## src/rtl/hazard_controller_if.sv

```systemverilog
// rtl/hazard_controller_if.sv - pipeline-side hazard/stall control bundle
interface hazard_controller_if #(
   parameter int STAT_W = 16
);
   logic              ID_EX_MemRead;
   logic [4:0]        ID_EX_RegisterRd;
   logic              ID_EX_MultiCycle;
   logic [4:0]        IF_ID_RegisterRs1;
   logic [4:0]        IF_ID_RegisterRs2;
   logic              IF_ID_UsesRs1;
   logic              IF_ID_UsesRs2;
   logic              BranchTaken;
   logic              PCWrite;
   logic              IF_ID_Write;
   logic              IF_ID_Flush;
   logic              ID_EX_Flush;
   logic              ID_EX_Hold;
   logic              EX_MEM_Bubble;
   logic              muldiv_start;
   logic              muldiv_done;
   logic [STAT_W-1:0] stall_cycles;

   modport master (
      output ID_EX_MemRead, ID_EX_RegisterRd, ID_EX_MultiCycle,
             IF_ID_RegisterRs1, IF_ID_RegisterRs2, IF_ID_UsesRs1, IF_ID_UsesRs2,
             BranchTaken,
      input  PCWrite, IF_ID_Write, IF_ID_Flush, ID_EX_Flush, ID_EX_Hold,
             EX_MEM_Bubble, muldiv_start, muldiv_done, stall_cycles
   );

   modport slave (
      input  ID_EX_MemRead, ID_EX_RegisterRd, ID_EX_MultiCycle,
             IF_ID_RegisterRs1, IF_ID_RegisterRs2, IF_ID_UsesRs1, IF_ID_UsesRs2,
             BranchTaken,
      output PCWrite, IF_ID_Write, IF_ID_Flush, ID_EX_Flush, ID_EX_Hold,
             EX_MEM_Bubble, muldiv_start, muldiv_done, stall_cycles
   );
endinterface

```

## src/rtl/hazard_controller.sv

```systemverilog
// rtl/hazard_controller.sv - load-use / MUL-DIV / branch hazard sequencer
module hazard_controller #(
   parameter int MULDIV_LATENCY = 4,
   parameter int CNT_W          = 8,
   parameter int STAT_W         = 16
) (
   input  logic               clk,
   input  logic               reset,
   hazard_controller_if.slave hz
);
   typedef enum logic [1:0] {IDLE, BUSY, DONE} state_t;

   localparam logic [CNT_W-1:0] CNT_INIT   = CNT_W'(MULDIV_LATENCY - 2);
   localparam bit               SKIP_BUSY  = (MULDIV_LATENCY == 2);

   state_t            state_q, state_d;
   logic [CNT_W-1:0]  cnt_q, cnt_d;
   logic [STAT_W-1:0] stall_cycles_q, stall_cycles_d;

   logic load_use;
   logic pc_write, if_id_write, if_id_flush, id_ex_flush;
   logic id_ex_hold, ex_mem_bubble, muldiv_start, muldiv_done;

   always_comb begin
      load_use = hz.ID_EX_MemRead && (hz.ID_EX_RegisterRd != 5'd0) &&
                 ((hz.IF_ID_UsesRs1 && (hz.ID_EX_RegisterRd == hz.IF_ID_RegisterRs1)) ||
                  (hz.IF_ID_UsesRs2 && (hz.ID_EX_RegisterRd == hz.IF_ID_RegisterRs2)));
   end

   always_comb begin
      state_d       = state_q;
      cnt_d         = cnt_q;
      pc_write      = 1'b1;
      if_id_write   = 1'b1;
      if_id_flush   = 1'b0;
      id_ex_flush   = 1'b0;
      id_ex_hold    = 1'b0;
      ex_mem_bubble = 1'b0;
      muldiv_start  = 1'b0;
      muldiv_done   = 1'b0;

      if (!reset) begin
         case (state_q)
            IDLE: begin
               if (hz.BranchTaken) begin
                  if_id_flush = 1'b1;
                  id_ex_flush = 1'b1;
               end else if (hz.ID_EX_MultiCycle) begin
                  muldiv_start  = 1'b1;
                  pc_write      = 1'b0;
                  if_id_write   = 1'b0;
                  id_ex_hold    = 1'b1;
                  ex_mem_bubble = 1'b1;
                  cnt_d         = CNT_INIT;
                  state_d       = SKIP_BUSY ? DONE : BUSY;
               end else if (load_use) begin
                  pc_write    = 1'b0;
                  if_id_write = 1'b0;
                  id_ex_flush = 1'b1;
               end
            end
            BUSY: begin
               // Freeze IF/ID/EX while the unit works; branch and load-use wait.
               pc_write      = 1'b0;
               if_id_write   = 1'b0;
               id_ex_hold    = 1'b1;
               ex_mem_bubble = 1'b1;
               cnt_d         = cnt_q - 1'b1;
               if (cnt_q == CNT_W'(1)) state_d = DONE;
            end
            DONE: begin
               muldiv_done = 1'b1;
               state_d     = IDLE;
               if (hz.BranchTaken) begin
                  if_id_flush = 1'b1;
                  id_ex_flush = 1'b1;
               end else if (load_use) begin
                  pc_write    = 1'b0;
                  if_id_write = 1'b0;
                  id_ex_flush = 1'b1;
               end
            end
            default: state_d = IDLE;
         endcase
      end

      stall_cycles_d = stall_cycles_q;
      if (!pc_write && !(&stall_cycles_q)) stall_cycles_d = stall_cycles_q + 1'b1;
   end

   always_ff @(posedge clk) begin
      if (reset) begin
         state_q        <= IDLE;
         cnt_q          <= '0;
         stall_cycles_q <= '0;
      end else begin
         state_q        <= state_d;
         cnt_q          <= cnt_d;
         stall_cycles_q <= stall_cycles_d;
      end
   end

   assign hz.PCWrite       = pc_write;
   assign hz.IF_ID_Write   = if_id_write;
   assign hz.IF_ID_Flush   = if_id_flush;
   assign hz.ID_EX_Flush   = id_ex_flush;
   assign hz.ID_EX_Hold    = id_ex_hold;
   assign hz.EX_MEM_Bubble = ex_mem_bubble;
   assign hz.muldiv_start  = muldiv_start;
   assign hz.muldiv_done   = muldiv_done;
   assign hz.stall_cycles  = stall_cycles_q;
endmodule
```

## src/flat_wrapper.sv

```systemverilog
// flat-port wrapper written by rule: the top's interface ports become plain ports
module hazard_controller_flat 
#(
   parameter int MULDIV_LATENCY = 4,
   parameter int CNT_W          = 8,
   parameter int STAT_W         = 16
)
  (clk, reset, hz_ID_EX_MemRead, hz_ID_EX_RegisterRd, hz_ID_EX_MultiCycle, hz_IF_ID_RegisterRs1, hz_IF_ID_RegisterRs2, hz_IF_ID_UsesRs1, hz_IF_ID_UsesRs2, hz_BranchTaken, hz_PCWrite, hz_IF_ID_Write, hz_IF_ID_Flush, hz_ID_EX_Flush, hz_ID_EX_Hold, hz_EX_MEM_Bubble, hz_muldiv_start, hz_muldiv_done, hz_stall_cycles);
  hazard_controller_if #(.STAT_W(STAT_W)) hz_i ();
  input  logic clk;
  input  logic reset;
  input wire logic [$bits(hz_i.ID_EX_MemRead)-1:0] hz_ID_EX_MemRead;
  input wire logic [$bits(hz_i.ID_EX_RegisterRd)-1:0] hz_ID_EX_RegisterRd;
  input wire logic [$bits(hz_i.ID_EX_MultiCycle)-1:0] hz_ID_EX_MultiCycle;
  input wire logic [$bits(hz_i.IF_ID_RegisterRs1)-1:0] hz_IF_ID_RegisterRs1;
  input wire logic [$bits(hz_i.IF_ID_RegisterRs2)-1:0] hz_IF_ID_RegisterRs2;
  input wire logic [$bits(hz_i.IF_ID_UsesRs1)-1:0] hz_IF_ID_UsesRs1;
  input wire logic [$bits(hz_i.IF_ID_UsesRs2)-1:0] hz_IF_ID_UsesRs2;
  input wire logic [$bits(hz_i.BranchTaken)-1:0] hz_BranchTaken;
  output wire logic [$bits(hz_i.PCWrite)-1:0] hz_PCWrite;
  output wire logic [$bits(hz_i.IF_ID_Write)-1:0] hz_IF_ID_Write;
  output wire logic [$bits(hz_i.IF_ID_Flush)-1:0] hz_IF_ID_Flush;
  output wire logic [$bits(hz_i.ID_EX_Flush)-1:0] hz_ID_EX_Flush;
  output wire logic [$bits(hz_i.ID_EX_Hold)-1:0] hz_ID_EX_Hold;
  output wire logic [$bits(hz_i.EX_MEM_Bubble)-1:0] hz_EX_MEM_Bubble;
  output wire logic [$bits(hz_i.muldiv_start)-1:0] hz_muldiv_start;
  output wire logic [$bits(hz_i.muldiv_done)-1:0] hz_muldiv_done;
  output wire logic [$bits(hz_i.stall_cycles)-1:0] hz_stall_cycles;
  assign hz_i.ID_EX_MemRead = hz_ID_EX_MemRead;
  assign hz_i.ID_EX_RegisterRd = hz_ID_EX_RegisterRd;
  assign hz_i.ID_EX_MultiCycle = hz_ID_EX_MultiCycle;
  assign hz_i.IF_ID_RegisterRs1 = hz_IF_ID_RegisterRs1;
  assign hz_i.IF_ID_RegisterRs2 = hz_IF_ID_RegisterRs2;
  assign hz_i.IF_ID_UsesRs1 = hz_IF_ID_UsesRs1;
  assign hz_i.IF_ID_UsesRs2 = hz_IF_ID_UsesRs2;
  assign hz_i.BranchTaken = hz_BranchTaken;
  assign hz_PCWrite = hz_i.PCWrite;
  assign hz_IF_ID_Write = hz_i.IF_ID_Write;
  assign hz_IF_ID_Flush = hz_i.IF_ID_Flush;
  assign hz_ID_EX_Flush = hz_i.ID_EX_Flush;
  assign hz_ID_EX_Hold = hz_i.ID_EX_Hold;
  assign hz_EX_MEM_Bubble = hz_i.EX_MEM_Bubble;
  assign hz_muldiv_start = hz_i.muldiv_start;
  assign hz_muldiv_done = hz_i.muldiv_done;
  assign hz_stall_cycles = hz_i.stall_cycles;
  hazard_controller #(.MULDIV_LATENCY(MULDIV_LATENCY), .CNT_W(CNT_W), .STAT_W(STAT_W)) u_core (.clk(clk), .reset(reset), .hz(hz_i));
endmodule
```

## config.mk

```make
export PLATFORM = sky130hd
export DESIGN_NAME = hazard_controller_flat
export DESIGN_NICKNAME = d
export VERILOG_FILES = /design/src/rtl/hazard_controller_if.sv /design/src/rtl/hazard_controller.sv /design/src/flat_wrapper.sv
export SDC_FILE = /design/constraint.sdc
export NUM_CORES = 1
export LEC_CHECK = 0
export ABC_CLOCK_PERIOD_IN_PS = 2100
export CAP_MARGIN = 10
export CORE_MARGIN = 2
export CORE_UTILIZATION = 41
export DETAILED_ROUTE_END_ITERATION = 8
export PLACE_DENSITY = 0.73
export SETUP_SLACK_MARGIN = 0.02
export SLEW_MARGIN = 20
export SYNTH_ARGS = -nofsm -noshare
export SYNTH_HDL_FRONTEND = slang
export SYNTH_SLANG_ARGS = --single-unit
```

## constraint.sdc

```tcl
create_clock -name clk -period 2.1 [get_ports clk]
set_input_delay 0.525 -clock clk [delete_from_list [all_inputs] [get_ports clk]]
set_output_delay 0.525 -clock clk [all_outputs]
set_load 0.02 [all_outputs]
```

# Word level (Yosys, flattened, before mapping)
# Index checks and enable logic that the tools add are counted.
# Widths: inputs -> output; s select.
[totals] input_bits=22 word_cells=58 regBits=26 output_inout_bits=24
[op_classes] n_addsub=2 reduce_logical=15 mux=30 n_eq_ne=8
[ops] cell="$mux 1" count=20
[ops] cell="$add 16x1->16 const B" count=1
[ops] cell="$mux 8" count=2
[ops] cell="$pmux 8 s2" count=1
[ops] cell="$reduce_and 16->1" count=1
[ops] cell="$eq 5x5->1" count=2
[ops] cell="$eq 8x1->1 const B" count=1
[ops] cell="$sub 8x1->8 const B" count=1
[ops] cell="$mux 2" count=3
[ops] cell="$reduce_and 3->1" count=2
[ops] cell="$logic_and 1x1->1" count=5
[ops] cell="$reduce_bool 5->1" count=1
[ops] cell="$ne 2x2->1 const B" count=2
[ops] cell="$pmux 1 s2" count=2
[ops] cell="$pmux 2 s2" count=1
[ops] cell="$pmux 1 s3" count=1
[ops] cell="$eq 2x1->1 const B" count=1
[ops] cell="$eq 2x2->1 const B" count=1
[ops] cell="$logic_not 1->1" count=2
[ops] cell="$logic_not 2->1" count=1
[ops] cell="$ne 2x1->1 const B" count=1
[ops] cell="$reduce_bool 2->1" count=1
[ops] cell="$reduce_or 2->1" count=1
[ops] cell="$logic_or 1x1->1" count=1

# Depth between registers and ports, before layout
# Gate-level depths: netlist of run 1.
[logic_depth] depth_word=11 depth_mapped=10

# Least setup slack after synthesis of run 1
# Ideal clock, no wire load.
[synth_timing] path_kind="input-to-output" start="in hz_ID_EX_RegisterRd[0]" end="out hz_PCWrite" path_stages=6 t_arrival_ns=1.957 path_slack_ns=-0.382 path_buffers=1 path_cell_list="or4_1 o21ai_0 nand2b_1 a21oi_1 nor2_1 buf_4"
[synth_via] elab_chain_cells=9 elab_cells_between_ends=14 classes_between="eq/ne (2); mux (6); reduce/logical (6)"
[synth_rtl] element="from (decl)" line_no="flat_wrapper.sv:13" source="input wire logic [$bits(hz_i.ID_EX_RegisterRd)-1:0] hz_ID_EX_RegisterRd;"
[synth_rtl] element="$eq 5x5->1 (on tied branches)" line_no="hazard_controller.sv:26, hazard_controller.sv:27"
[synth_rtl] element="$logic_and 1x1->1 (on tied branches)" line_no="hazard_controller.sv:26, hazard_controller.sv:27"
[synth_rtl] element="$logic_or 1x1->1" line_no="hazard_controller.sv:26" source="((hz.IF_ID_UsesRs1 && (hz.ID_EX_RegisterRd == hz.IF_ID_RegisterRs1)) ||"
[synth_rtl] element="$logic_and 1x1->1 *" line_no="hazard_controller.sv:25" source="load_use = hz.ID_EX_MemRead && (hz.ID_EX_RegisterRd != 5'd0) &&"
[synth_rtl] element="$mux 1 *"
[synth_rtl] element="$mux 1 (2 in a row)"
[synth_rtl] element="$pmux 1 s3 *"
[synth_rtl] element="$mux 1 *"
[synth_rtl] element="to (decl)" line_no="flat_wrapper.sv:20" source="output wire logic [$bits(hz_i.PCWrite)-1:0] hz_PCWrite;"
# Mark *: on every way between the ends. The rest lies on a longest branch, timed or not.

# Final worst setup path of run 1
[layout_timing] start="in hz_ID_EX_RegisterRd[2]" end="out hz_IF_ID_Write"
[layout_via] elab_chain_cells=9 elab_cells_between_ends=14 classes_between="eq/ne (2); mux (6); reduce/logical (6)"
[layout_rtl] element="$eq 5x5->1 (on tied branches)" line_no="hazard_controller.sv:26, hazard_controller.sv:27"
[layout_rtl] element="$logic_and 1x1->1 (on tied branches)" line_no="hazard_controller.sv:26, hazard_controller.sv:27"
[layout_rtl] element="$logic_or 1x1->1" line_no="hazard_controller.sv:26"
[layout_rtl] element="$logic_and 1x1->1 *" line_no="hazard_controller.sv:25"
[layout_rtl] element="$mux 1 *" line_no="hazard_controller.sv:56, hazard_controller.sv:77"
[layout_rtl] element="$mux 1" line_no="hazard_controller.sv:48" source="end else if (hz.ID_EX_MultiCycle) begin"
[layout_rtl] element="$mux 1" line_no="hazard_controller.sv:45" source="if (hz.BranchTaken) begin"
[layout_rtl] element="$pmux 1 s3 *" line_no="hazard_controller.sv:43" source="case (state_q)"
[layout_rtl] element="$mux 1 *" line_no="hazard_controller.sv:42" source="if (!reset) begin"
[layout_rtl] element="to (decl)" line_no="flat_wrapper.sv:21" source="output wire logic [$bits(hz_i.IF_ID_Write)-1:0] hz_IF_ID_Write;"
# Marks and branches as above.

==> flow_metrics.tcl, run 1 <==
set metrics [dict create \
    cts_buffers 3 \
    grt_pass1_wl_mm 6.73 \
    r2r_setup_slack_ps 120 \
    avgSynthCellArea_um2 8.26 \
    mostFrequentLayoutCell "buf_4" \
    drt_wl_total_mm 4.11 \
    outcome "finished, violations left" \
    grt_overflow 0 \
    p_leak_uw 0.000933 \
    gp_congestion 0.813 \
    area_growth_pct 65.8 \
    crit_fanout 3 \
    drtAntennaViolNets 0 \
    final_cell_mix "buf_4 (41), dfxtp_1 (21), clkdlybuf4s50_1 (18)" \
    num_vias 1615 \
    worst_pin_slew_ps 437 \
    seqCellArea_um2 527 \
    clockBufferDepth 2 \
    vdd_drop_max_v 0.000369 \
    postSynthCellCount 174 \
    slew_viol_final 0 \
    setup_viol 3 \
    drc 0 \
    grt_use_total_pct 20.9 \
    placed_area_um2 2210 \
    pre_cts_ws_ps -1030 \
    async_reset_ff_share_pct 0 \
    grt_max_degree 16 \
    whs_ps 523 \
    cts_tree "built" \
    dp_cells 296 \
    synth_nets 199 \
    finish.net_count 283 \
    syn-cell-area_um2 1440 \
    nFillCells 277 \
    rows 21 \
    cp-end-kind "primary output" \
    postSynthRegisterBits 26 \
    path_class "in2out" \
    ys_seq_area_share_pct 36.2 \
    cts_root_buf "clkbuf_4" \
    initial_core_util_pct 42.7 \
    synth_edf_count 0 \
    antenna_cells 0 \
    finalHoldViolCount 0 \
    clk_latency_ps 330 \
    io_pins 46 \
    via_per_inst 5.33 \
    rsz0062_at_grt "yes" \
    fin_cells 303 \
    critPathRequiredTime_ps 1570 \
    start_kind "input pin" \
    grt_pass1_vias 1564 \
    violations "setup timing" \
    drive_gt1_share_pct 38.1 \
    cts.sinks 26 \
    core_um2 3360 \
    postLayoutCellArea_um2 2380 \
    drtIter0Drc 62 \
    place.port_buffers 45 \
    powerDensity_nw_per_um2 499 \
    fp.dieW_um 63.2 \
    dpl.hpwl_mm 3.05 \
    cp.arrival_ps 1790 \
    maxCapViolCount 0 \
    multi_input_area_um2 990 \
    postCtsHoldBufs 0 \
    post-route-util_pct 70.9 \
    max_freq_mhz 431 \
    wl_per_cell_um 13.6 \
    min_path_type "reg2reg" \
    clock_skew_ps 12.0 \
    synth_flop_cell "dfxtp_1" \
    clk_pin_slew_ps 140 \
    h-tree-depth 1 \
    fp.dieArea_um2 4000 \
    die_h_um 63.2 \
    antenna_found_initial 0 \
    synthDistinctLibCells 40 \
    fin_crit_sh_pct 110 \
    slew_headroom_pct 70.7 \
    drtPass1Iterations 4 \
    ys_warn_count 0 \
    layout_setup_ws_ps -218 \
    fin_crit_ps 2320 \
]
[area by class of cell]
class / instances / share of cell area (%)
Tap cell: 46 / 2.41
Multi-Input combinational cell: 134 / 41.5
Clock inverter: 1 / 1.26
Inverter: 6 / 0.945
Timing Repair Buffer: 87 / 30.8
Clock buffer: 3 / 0.945
Sequential cell: 26 / 22.1
[synthesized netlist by cell type (all sizes together) (4+ instances only)]
library cell  number  area share (%)
nor2              18             4.9
nand2             13             3.4
dfxtp             26              36
buf                7             3.7
o31ai              6             3.1
or4                6             3.1
xnor2             14             8.5
o21ai              9             3.1
nor4               4             1.7
inv                6             1.6
or3                8             3.8
a21oi             14             4.9
nand3              4             1.4
nand4              7             3.0
[metrics by stage]
| step | setup TNS, ps | power [uW] |
|---|---|---|
| floorplan | -1100 | 699 |
| global placement | -15300 | 815 |
| detailed placement | -17500 | 829 |
| CTS | -598 | 1190 |
| global route | -792 | 1240 |
| finish | -636 | 1190 |
[per-layer routing]
| metal | global-route usage, % | up-vias | wire length [um] |
|---|---|---|---|
| li1 | - | 803 | - |
| met2 | 36.6 | 68 | 2100 |
| met5 | 0 | - | 0 |
| met4 | 8.97 | 0 | 56 |
| met3 | 4.64 | 7 | 252 |
| met1 | 24.4 | 737 | 1700 |
[registers in the layout, summed over array words and instances, names as in the netlist]
register	cells
u_core.state_q	2
u_core.hz.stall_cycles	16
u_core.cnt_q	8
[final timing paths]
path                                                             start                                endpoint  cells past startpoint
worst max-delay path                            hz_ID_EX_RegisterRd[2]                          hz_IF_ID_Write                      7
worst min-delay path                      u_core.cnt_q[2]$_SDFFE_PP0P_            u_core.cnt_q[2]$_SDFFE_PP0P_                      2
worst max register to register  u_core.hz.stall_cycles[4]$_SDFFE_PP0P_  u_core.hz.stall_cycles[1]$_SDFFE_PP0P_                      8
worst min register to register            u_core.cnt_q[2]$_SDFFE_PP0P_            u_core.cnt_q[2]$_SDFFE_PP0P_                      2
[report_power, final]
group          switching (uW)  leakage (uW)  total (uW)  internal, uW
clock                     158     0.0000279         351           193
combinational             144      0.000691         301           157
sequential               20.0      0.000213         537           517
[cells by family after synthesis]
| family | after synthesis | synth area share (%) |
|---|---|---|
| compound gates | 40 | 17.2 |
| xor+xnor | 17 | 10.4 |
| fa+ha+maj | 3 | 2.61 |
| buf+inv | 14 | 5.48 |
| flops | 26 | 36.2 |
| mux | 1 | 0.696 |
| simple gates | 73 | 27.4 |
[critical path, cell delays in order]
cell and delay (ps):
buf_6 90, or4_4 540, o21ai_4 170, nand2b_4 160, a21oi_4 60, nor2_4 120, buf_6 120
[what timing repair did]
action	4_1_cts	5_1_grt
pin swaps	20	4
gates resized for setup	106	17
endpoints found under the hold margin	0	0
setup endpoints to repair	24	16
buffers inserted	2	1
(Power assumes the default switching activity.)
==> inputs of run 2 (changes only) <==
--- a/config.mk
+++ b/config.mk
@@ -6,11 +6,12 @@
 export NUM_CORES = 1
 export LEC_CHECK = 0
 export ABC_CLOCK_PERIOD_IN_PS = 2100
-export CAP_MARGIN = 10
 export CORE_MARGIN = 2
-export CORE_UTILIZATION = 41
+export CORE_UTILIZATION = 55
 export DETAILED_ROUTE_END_ITERATION = 8
-export PLACE_DENSITY = 0.73
+export DONT_BUFFER_PORTS = 1
+export PLACE_DENSITY = 0.71
+export RECOVER_POWER = 25
 export SETUP_SLACK_MARGIN = 0.02
 export SLEW_MARGIN = 20
 export SYNTH_ARGS = -nofsm -noshare
==> run 2 against run 1 <==
The run still ends with setup timing left. Hold slack lost 280 ps. Setup slack gained 160 ps. Clock power shrank 3%. Via count fell by 12%. Maximum frequency up 7.4%. Sequential power is essentially flat. Sequential cell count is the same. First-iteration DRC count down 66%. Non-clock buffer count decreased by 54. Final cell count down 23%. Utilization rose by 0.64 points. Critical path type unchanged.
==> flow_metrics.tcl, run 2 (synthesized netlist as in run 1, its figures left out) <==
set metrics [dict create \
    outcome "finished, violations left" \
    violations "setup timing" \
    drive_gt1_share_pct 24.6 \
    cts_buffers 3 \
    fin_crit_ps 2160 \
    die_h_um 55.1 \
    grt_max_degree 24 \
    gp_congestion 0.816 \
    postCtsHoldBufs 0 \
    total_power_uw 1080 \
    antenna_found_initial 0 \
    pre_cts_ws_ps -149 \
    drt_wl_total_mm 3.51 \
    drtAntennaViolNets 0 \
    finish.net_count 229 \
    placed_area_um2 1700 \
    via_per_inst 6.07 \
    num_vias 1414 \
    slew_viol_final 0 \
    setup_viol 3 \
    grt_use_total_pct 23.8 \
    io_pins 46 \
    min_path_type "in2reg" \
    clk_pin_slew_ps 150 \
    grt_overflow 0 \
    drc 0 \
    final_cell_mix "buf_4 (27), dfxtp_1 (22), nor2_1 (16)" \
    largest_reg_flops 16 \
    clock_skew_ps 9.13 \
    dpl.hpwl_mm 2.67 \
    slew_headroom_pct 69.9 \
    powerDensity_nw_per_um2 609 \
    h-tree-depth 1 \
    layout_setup_ws_ps -59.3 \
    cp.arrival_ps 1630 \
    rows 18 \
    cts_root_buf "clkbuf_4" \
    clockBufferDepth 2 \
    initial_core_util_pct 58.0 \
    p_leak_uw 0.000629 \
    rsz0062_at_grt "yes" \
    worst_pin_slew_ps 451 \
    area_growth_pct 23.2 \
    mostFrequentLayoutCell "buf_4" \
    fin_tns_setup_ps -142 \
    fin_crit_sh_pct 103 \
    path_class "in2out" \
    clk_latency_ps 320 \
    fp.dieArea_um2 3040 \
    postLayoutCellArea_um2 1770 \
    cp-end-kind "primary output" \
    worstPathCellList "or4_4 > o21ai_4 > nor2b_1 > a21oi_1 > nor3_2 > buf_4" \
    slowest_stage "or4_4" \
    critical-path-max-stage-delay_ps 520 \
    cts_tree "built" \
    place.port_buffers 0 \
    drtIter0Drc 21 \
    antenna_cells 0 \
    critPathRequiredTime_ps 1570 \
    core_um2 2480 \
    fp.dieW_um 55.1 \
    grt_pass1_vias 1307 \
    crit_fanout 3 \
    finalHoldViolCount 0 \
    wl_per_cell_um 15.1 \
    cts.sinks 26 \
    drtPass1Iterations 4 \
    max_freq_mhz 463 \
    maxCapViolCount 0 \
    vdd_drop_max_v 0.000546 \
    start_kind "input pin" \
    grt_pass1_wl_mm 5.28 \
]
==> run 2: cell types whose count changed in the layout (fill, tap and decap cells not counted), moves of 5 or more <==
| cell | change |
|---|---|
| clkbuf_1 | +5 |
| clkdlybuf4s15_1 | -5 |
| buf_6 | -8 |
| xnor2_2 | -5 |
| a21oi_1 | +5 |
| buf_4 | -14 |
| xnor2_1 | +5 |
| buf_2 | -7 |
| clkdlybuf4s50_1 | -18 |
| dlygate4sd2_1 | -5 |
==> run 2: path summary, 6_finish.rpt <==
kind,startpoint,endpoint,slack [ps],cells after the start
worst max-delay path,hz_ID_EX_RegisterRd[0],hz_ID_EX_Flush,-60,6
worst max register to register,u_core.state_q[0]$_SDFFE_PP0P_,u_core.hz.stall_cycles[12]$_SDFFE_PP0P_,90,7
worst min register to register,u_core.cnt_q[2]$_SDFFE_PP0P_,u_core.cnt_q[2]$_SDFFE_PP0P_,510,2
worst min-delay path,reset,u_core.hz.stall_cycles[3]$_SDFFE_PP0P_,250,1
==> run 2: layout make-up <==
type                    instances  area (um2)
multi-input cells             134         892
fillers                       212         706
flip-flops and latches         26         526
repair buffers                 33         241
well taps                      30        37.5
clock inverters                 1        30.0
clock buffers                   3        22.5
inverters                       6        22.5
==> run 2: critical path, delay by kind of cell <==
family                 cells  cell delay (ps)
AND/OR/NAND/NOR            3              630
AO/OA/AOI/OAI              2              320
buffers and inverters      1              150
==> run 2: power by group <==
part	total, uW	switching, uW	internal [uW]
logic	201	106	94.7
clock network	340	147	193
registers	538	21.6	517
==> run 2: per-stage QoR <==
stage               instances  hold slack (ps)  utilization [%]
global placement          228              474             68.6
global route              233              228             71.5
CTS                       232              244             70.8
detailed placement        228              488             68.6
finish                    233              247             71.5
floorplan                 174              458                -
==> run 2: timing repair <==
item                                    in CTS  in global routing
endpoints found under the setup margin       3                 18
pin swaps                                    3                  2
buffers inserted                             0                  1
resized for setup                            1                  9
gates cloned                                 0                  0
==> run 2: routing by layer <==
layer | part of all wire, % | wire length, um | track usage (%) | vias to the layer above
met4 | 1.1 | 40 | 6.50 | 0
met5 | 0 | 0 | 0 | -
met2 | 51 | 1790 | 45.0 | 46
li1 | - | - | - | 695
met3 | 7.7 | 269 | 5.91 | 6
met1 | 40 | 1410 | 26.1 | 667
==> variant 1, RTL diff (config.mk and constraints of run 2) <==
The 3 states of `state_t` get a one-hot encoding in 3 bits.
--- a/src/rtl/hazard_controller.sv
+++ b/src/rtl/hazard_controller.sv
@@ -9,5 +9,5 @@
    hazard_controller_if.slave hz
 );
-   typedef enum logic [1:0] {IDLE, BUSY, DONE} state_t;
+   typedef enum logic [2:0] {IDLE = 3'b001, BUSY = 3'b010, DONE = 3'b100} state_t;
 
    localparam logic [CNT_W-1:0] CNT_INIT   = CNT_W'(MULDIV_LATENCY - 2);
Check against the original RTL: no difference found for any inputs over 10 cycles, from zero or initial values and one cycle with reset high; not proved beyond that.
==> variant 1 against run 2 <==
The flow still finishes with violations (setup timing); wire length grew 28%; synthesized area rose by 6.7%; final area up 21%; core utilization grew 7.5 points; die area up 6.2%; total power fell by 11%; sequential share of layout area is 4.3 points lower; sequential cell count is 1 higher; worst setup slack got worse by 110 ps; clock power down 32%; critical path type is now reg2out; largest cell class unchanged.
==> variant 1: results (changes against run 2) <==
FFs w/ async S/R, synth = 0% (unchanged)
Adder-Cell Fraction of Synth Area = 2.447% (-0.16 points)
Max stage delay on crit path = 370 ps (-150 ps)
worst min path class = in2reg
Leak Pwr = 0.0007441 uW (+18%)
# nets final = 247 (+7.9%)
Wirelength per Cell = 17.85 um (+19%)
crit path max-delay cell type = dfxtp_2
reg-to-reg slack, setup = -130 ps (-220 ps)
fill cell count = 178 (-16%)
CP Data Arrival Time = 1750 ps (+120 ps)
PortBufs = 0 (unchanged)
main area contributors after synthesis = dfxtp_1, xnor2_1, a21oi_1, or3_1, nand2_1
outcome = complete, but fails checks
internal cell power = 698.0 uW (-13%)
Compound-Gate Fraction of Synth Area = 17.05% (-0.19 points)
Setup violations, final = 16 (+13)
synth cell count leaders = dfxtp_1, a21oi_1, nand2_1
vias per cell = 6.206 (+2.3%)
Layout Skew = 14.71 ps (+5.578 ps)
initial DRC count = 36 (+71%)
Synth Area in XOR/XNOR = 10.85% (+0.49 points)
placed wire-length estimate = 3082 um (+15%)
CP Max Fanout = 5 (+2)
Mapped Nets = 208 (+4.5%)
cell family with most CP delay = buffers and inverters
global-route wire length before repair = 6775 um (+28%)
mux contribution to synthesized area = 0.6525% (-0.044 points)
violated checks = setup timing
setup_tns = -1388 ps (-1246 ps)
DP Worst Slack = -148.5 ps (+0.5150 ps)
TritonRoute pass-1 iters = 4 (unchanged)
clk_lat worst skew = 330 ps
gpl congestion = 0.8198 (+0.53%)
initial antenna violation count = 0 (unchanged)
Slew HR = 74.55% (+4.6 points)
Total GRT Usage = 26.59% (+2.8 points)
R2R cell count = 11 (+4)
Seq/Total Area, Yosys = 35.24% (-0.97 points)
peak supply drop = 532.4 uV (-2.6%)
largest net degree at the start of global routing = 29 (+21%)
setup ws final = -170.3 ps (-110.9 ps)
Netlist cell types = 37 (-7.5%)
vias in the first global route = 1552 (+19%)
layout cells sized above 1 = 38.46% (+14 points)
## variant 1: cells by family (layout without fill, tap and decap cells)
| family | Yosys count | count (layout) |
|---|---|---|
| simple gates | 80 | 80 |
| mux | 1 | 1 |
| flops | 27 | 27 |
| xor+xnor | 19 | 19 |
| fa+ha+maj | 3 | 3 |
| compound gates | 41 | 41 |
| buf+inv | 12 | 50 |
## variant 1: layer usage
metal	vias to the layer above	part of all wire [%]	track usage [%]
met3	14	4.6	5.300
met4	0	2.3	9.302
met5	-	0	0
li1	741	-	-
met1	750	37	28.67
met2	59	56	50.66
## variant 1: through the flow
| stage | instances | utilization (%) | instance area (um2) | hold WS, ps |
|---|---|---|---|---|
| after global placement | 238 | 67.08 | 1818 | 465.1 |
| after CTS | 246 | 72.02 | 1952 | 222.5 |
| after global routing | 252 | 79.04 | 2142 | 205.2 |
| after detailed placement | 238 | 67.08 | 1818 | 504.4 |
| after floorplan | 183 | - | 1597 | 462.0 |
| final | 252 | 79.04 | 2142 | 249.6 |
## variant 1: final timing paths
| check | start | to |
|---|---|---|
| worst max-delay path | u_core.state_q[1] | hz_IF_ID_Write |
| worst min-delay path | reset | u_core.hz.stall_cycles[6] |
| worst max register to register | u_core.state_q[1] | u_core.hz.stall_cycles[5] |
| worst min register to register | u_core.cnt_q[0] | u_core.cnt_q[0] |
## variant 1: final cells by class
cell class                      instances  share of cell area [%]
Timing Repair Buffer                   42                   17.93
Inverter                                4                  0.7009
Clock inverter                          1                  0.3505
Multi-Input combinational cell        144                   52.80
Clock buffer                            3                   1.051
Sequential cell                        27                   25.35
Tap cell                               31                   1.811
## variant 1: power by group through the flow
stage                     clock [uW]  sequential, uW  combinational (uW)
after floorplan                    0             554                 122
after global placement             0             551                 145
after detailed placement           0             552                 153
after CTS                        236             541                 169
after global routing             258             544                 204
final                            232             541                 189
## variant 1: what timing repair did
| item | in CTS | in global routing |
|---|---|---|
| gates cloned | 0 | 2 |
| pin swaps | 7 | 8 |
| setup buffers | 4 | 4 |
| gates resized for setup | 19 | 28 |
| endpoints found under the setup margin | 11 | 15 |
==> variant 2, RTL diff (config.mk and constraints of run 2) <==
Made on the original files. `STAT_W` is set to 16 in 3 places; all go to 32.
--- a/src/rtl/hazard_controller_if.sv
+++ b/src/rtl/hazard_controller_if.sv
@@ -1,5 +1,5 @@
 // rtl/hazard_controller_if.sv - pipeline-side hazard/stall control bundle
 interface hazard_controller_if #(
-   parameter int STAT_W = 16
+   parameter int STAT_W = 32
 );
    logic              ID_EX_MemRead;
--- a/src/rtl/hazard_controller.sv
+++ b/src/rtl/hazard_controller.sv
@@ -3,5 +3,5 @@
    parameter int MULDIV_LATENCY = 4,
    parameter int CNT_W          = 8,
-   parameter int STAT_W         = 16
+   parameter int STAT_W         = 32
 ) (
    input  logic               clk,
--- a/src/flat_wrapper.sv
+++ b/src/flat_wrapper.sv
@@ -4,5 +4,5 @@
    parameter int MULDIV_LATENCY = 4,
    parameter int CNT_W          = 8,
-   parameter int STAT_W         = 16
+   parameter int STAT_W         = 32
 )
   (clk, reset, hz_ID_EX_MemRead, hz_ID_EX_RegisterRd, hz_ID_EX_MultiCycle, hz_IF_ID_RegisterRs1, hz_IF_ID_RegisterRs2, hz_IF_ID_UsesRs1, hz_IF_ID_UsesRs2, hz_BranchTaken, hz_PCWrite, hz_IF_ID_Write, hz_IF_ID_Flush, hz_ID_EX_Flush, hz_ID_EX_Hold, hz_EX_MEM_Bubble, hz_muldiv_start, hz_muldiv_done, hz_stall_cycles);
Interface: changed (resized hz_stall_cycles); port bits go from 46 to 62. No check against the original RTL was run, so the function may have changed too.
==> variant 2 against run 2 <==
The flow still finishes with violations (setup timing); sequential cell count is 16 higher; fmax is 0.20% lower; combinational power is 38% higher; final area is 93% higher; worst setup slack worse by 4.3 ps; wire length is 89% higher; total power is 63% higher; core utilization is 8.1 points higher; synthesized area is 67% higher; critical endpoint is now hz_IF_ID_Write.
==> variant 2: results (changes against run 2) <==
outcome = complete, but fails checks
violated checks = setup timing
synth cell count leaders = dfxtp_1, a21oi_1, nor2_1
inverter count = 7 (+1)
Total GRT Usage = 26.87% (+3.0 points)
Reg clk slew, reported paths = 90 ps (-60 ps)
H-tree depth = 2 (+1)
vias per cell = 6.162 (+1.5%)
Setup violations, final = 5 (+2)
setup ws final = -63.62 ps (-4.275 ps)
DP Worst Slack = -178.1 ps (-29.05 ps)
max FFs per register = 32 (+16)
fill cell count = 301 (+42%)
# nets final = 379 (+66%)
worst slew pin tran = 537.1 ps (+85.66 ps)
initial DRC count = 177 (+740%)
gpl congestion = 0.7575 (-7.1%)
Routed WL = 6633 um (+89%)
Seq/Total Area, Yosys = 34.95% (-1.3 points)
clk_lat worst skew = 300 ps (-20 ps)
Final non-clock buffer share = 17.86% (+4.2 points)
Wirelength per Cell = 16.30 um (+8.2%)
clock-cell share of area = 3.220% (+0.25 points)
post-cts sizing count = 9 (+8)
comb_multi_in = 226 (+69%)
Layout Skew = 8.972 ps (-0.1600 ps)
area of the multi-input gates = 1749 um2 (+96%)
main area contributors after synthesis = dfxtp_1, a21oi_1, or4_1, o31ai_1, xnor2_1
-- variant 2: changes by cell type after synthesis, moves of 6 or more --
cell      before  now
dfxtp_1       26   42
a21oi_1       14   24
nand3_1        4   14
or4_1          6   15
o31ai_1        6   14
nand2_1       13   20
nand4_1        7   14
clkbuf_1       1    7
-- variant 2: kinds of logic (layout without fill, tap and decap cells) --
logic type | after synthesis | in the layout | share of synthesized area [%]
xor gates and xnor gates | 16 | 16 | 5.824
AOI/OAI and AO/OA | 66 | 66 | 17.42
muxes | 5 | 5 | 2.288
adders and majority gates | 3 | 3 | 1.560
DFF | 42 | 42 | 34.95
and+or+nand+nor | 136 | 136 | 33.13
buffers and inverters | 25 | 87 | 4.836
-- variant 2: worst paths after layout --
kind         slack (ps)                        from                         end
min                 280                       reset  u_core.hz.stall_cycles[25]
max reg2reg         -40  u_core.hz.stall_cycles[13]  u_core.hz.stall_cycles[22]
max                 -60      hz_ID_EX_RegisterRd[0]              hz_IF_ID_Write
min reg2reg         490   u_core.hz.stall_cycles[3]   u_core.hz.stall_cycles[3]
-- variant 2: power groups by stage --
stage	clock network (uW)	logic, uW	registers, uW
after floorplan	0	166	858
after global placement	0	214	858
after detailed placement	0	219	859
after CTS	651	253	840
after global routing	686	305	842
final	645	278	838
-- variant 2: per-layer routing --
layer,vias up,part of all wire [%],global-route usage [%]
met2,84,50,46.77
met5,-,0,0
met4,0,1.9,10.90
met3,14,6.0,6.782
li1,1228,-,-
met1,1182,42,31.43
-- variant 2: stage by stage --
step                      power (uW)  TNS [ps]  utilization [%]  hold WS, ps
after global placement          1072     -1712            68.01        474.4
after global routing            1833    -780.8            79.63        266.3
final                           1761    -236.3            79.63        280.3
after floorplan                 1024     -1014                -        479.8
after CTS                       1744    -140.4            74.01        276.5
after detailed placement        1078     -2417            68.01        486.0
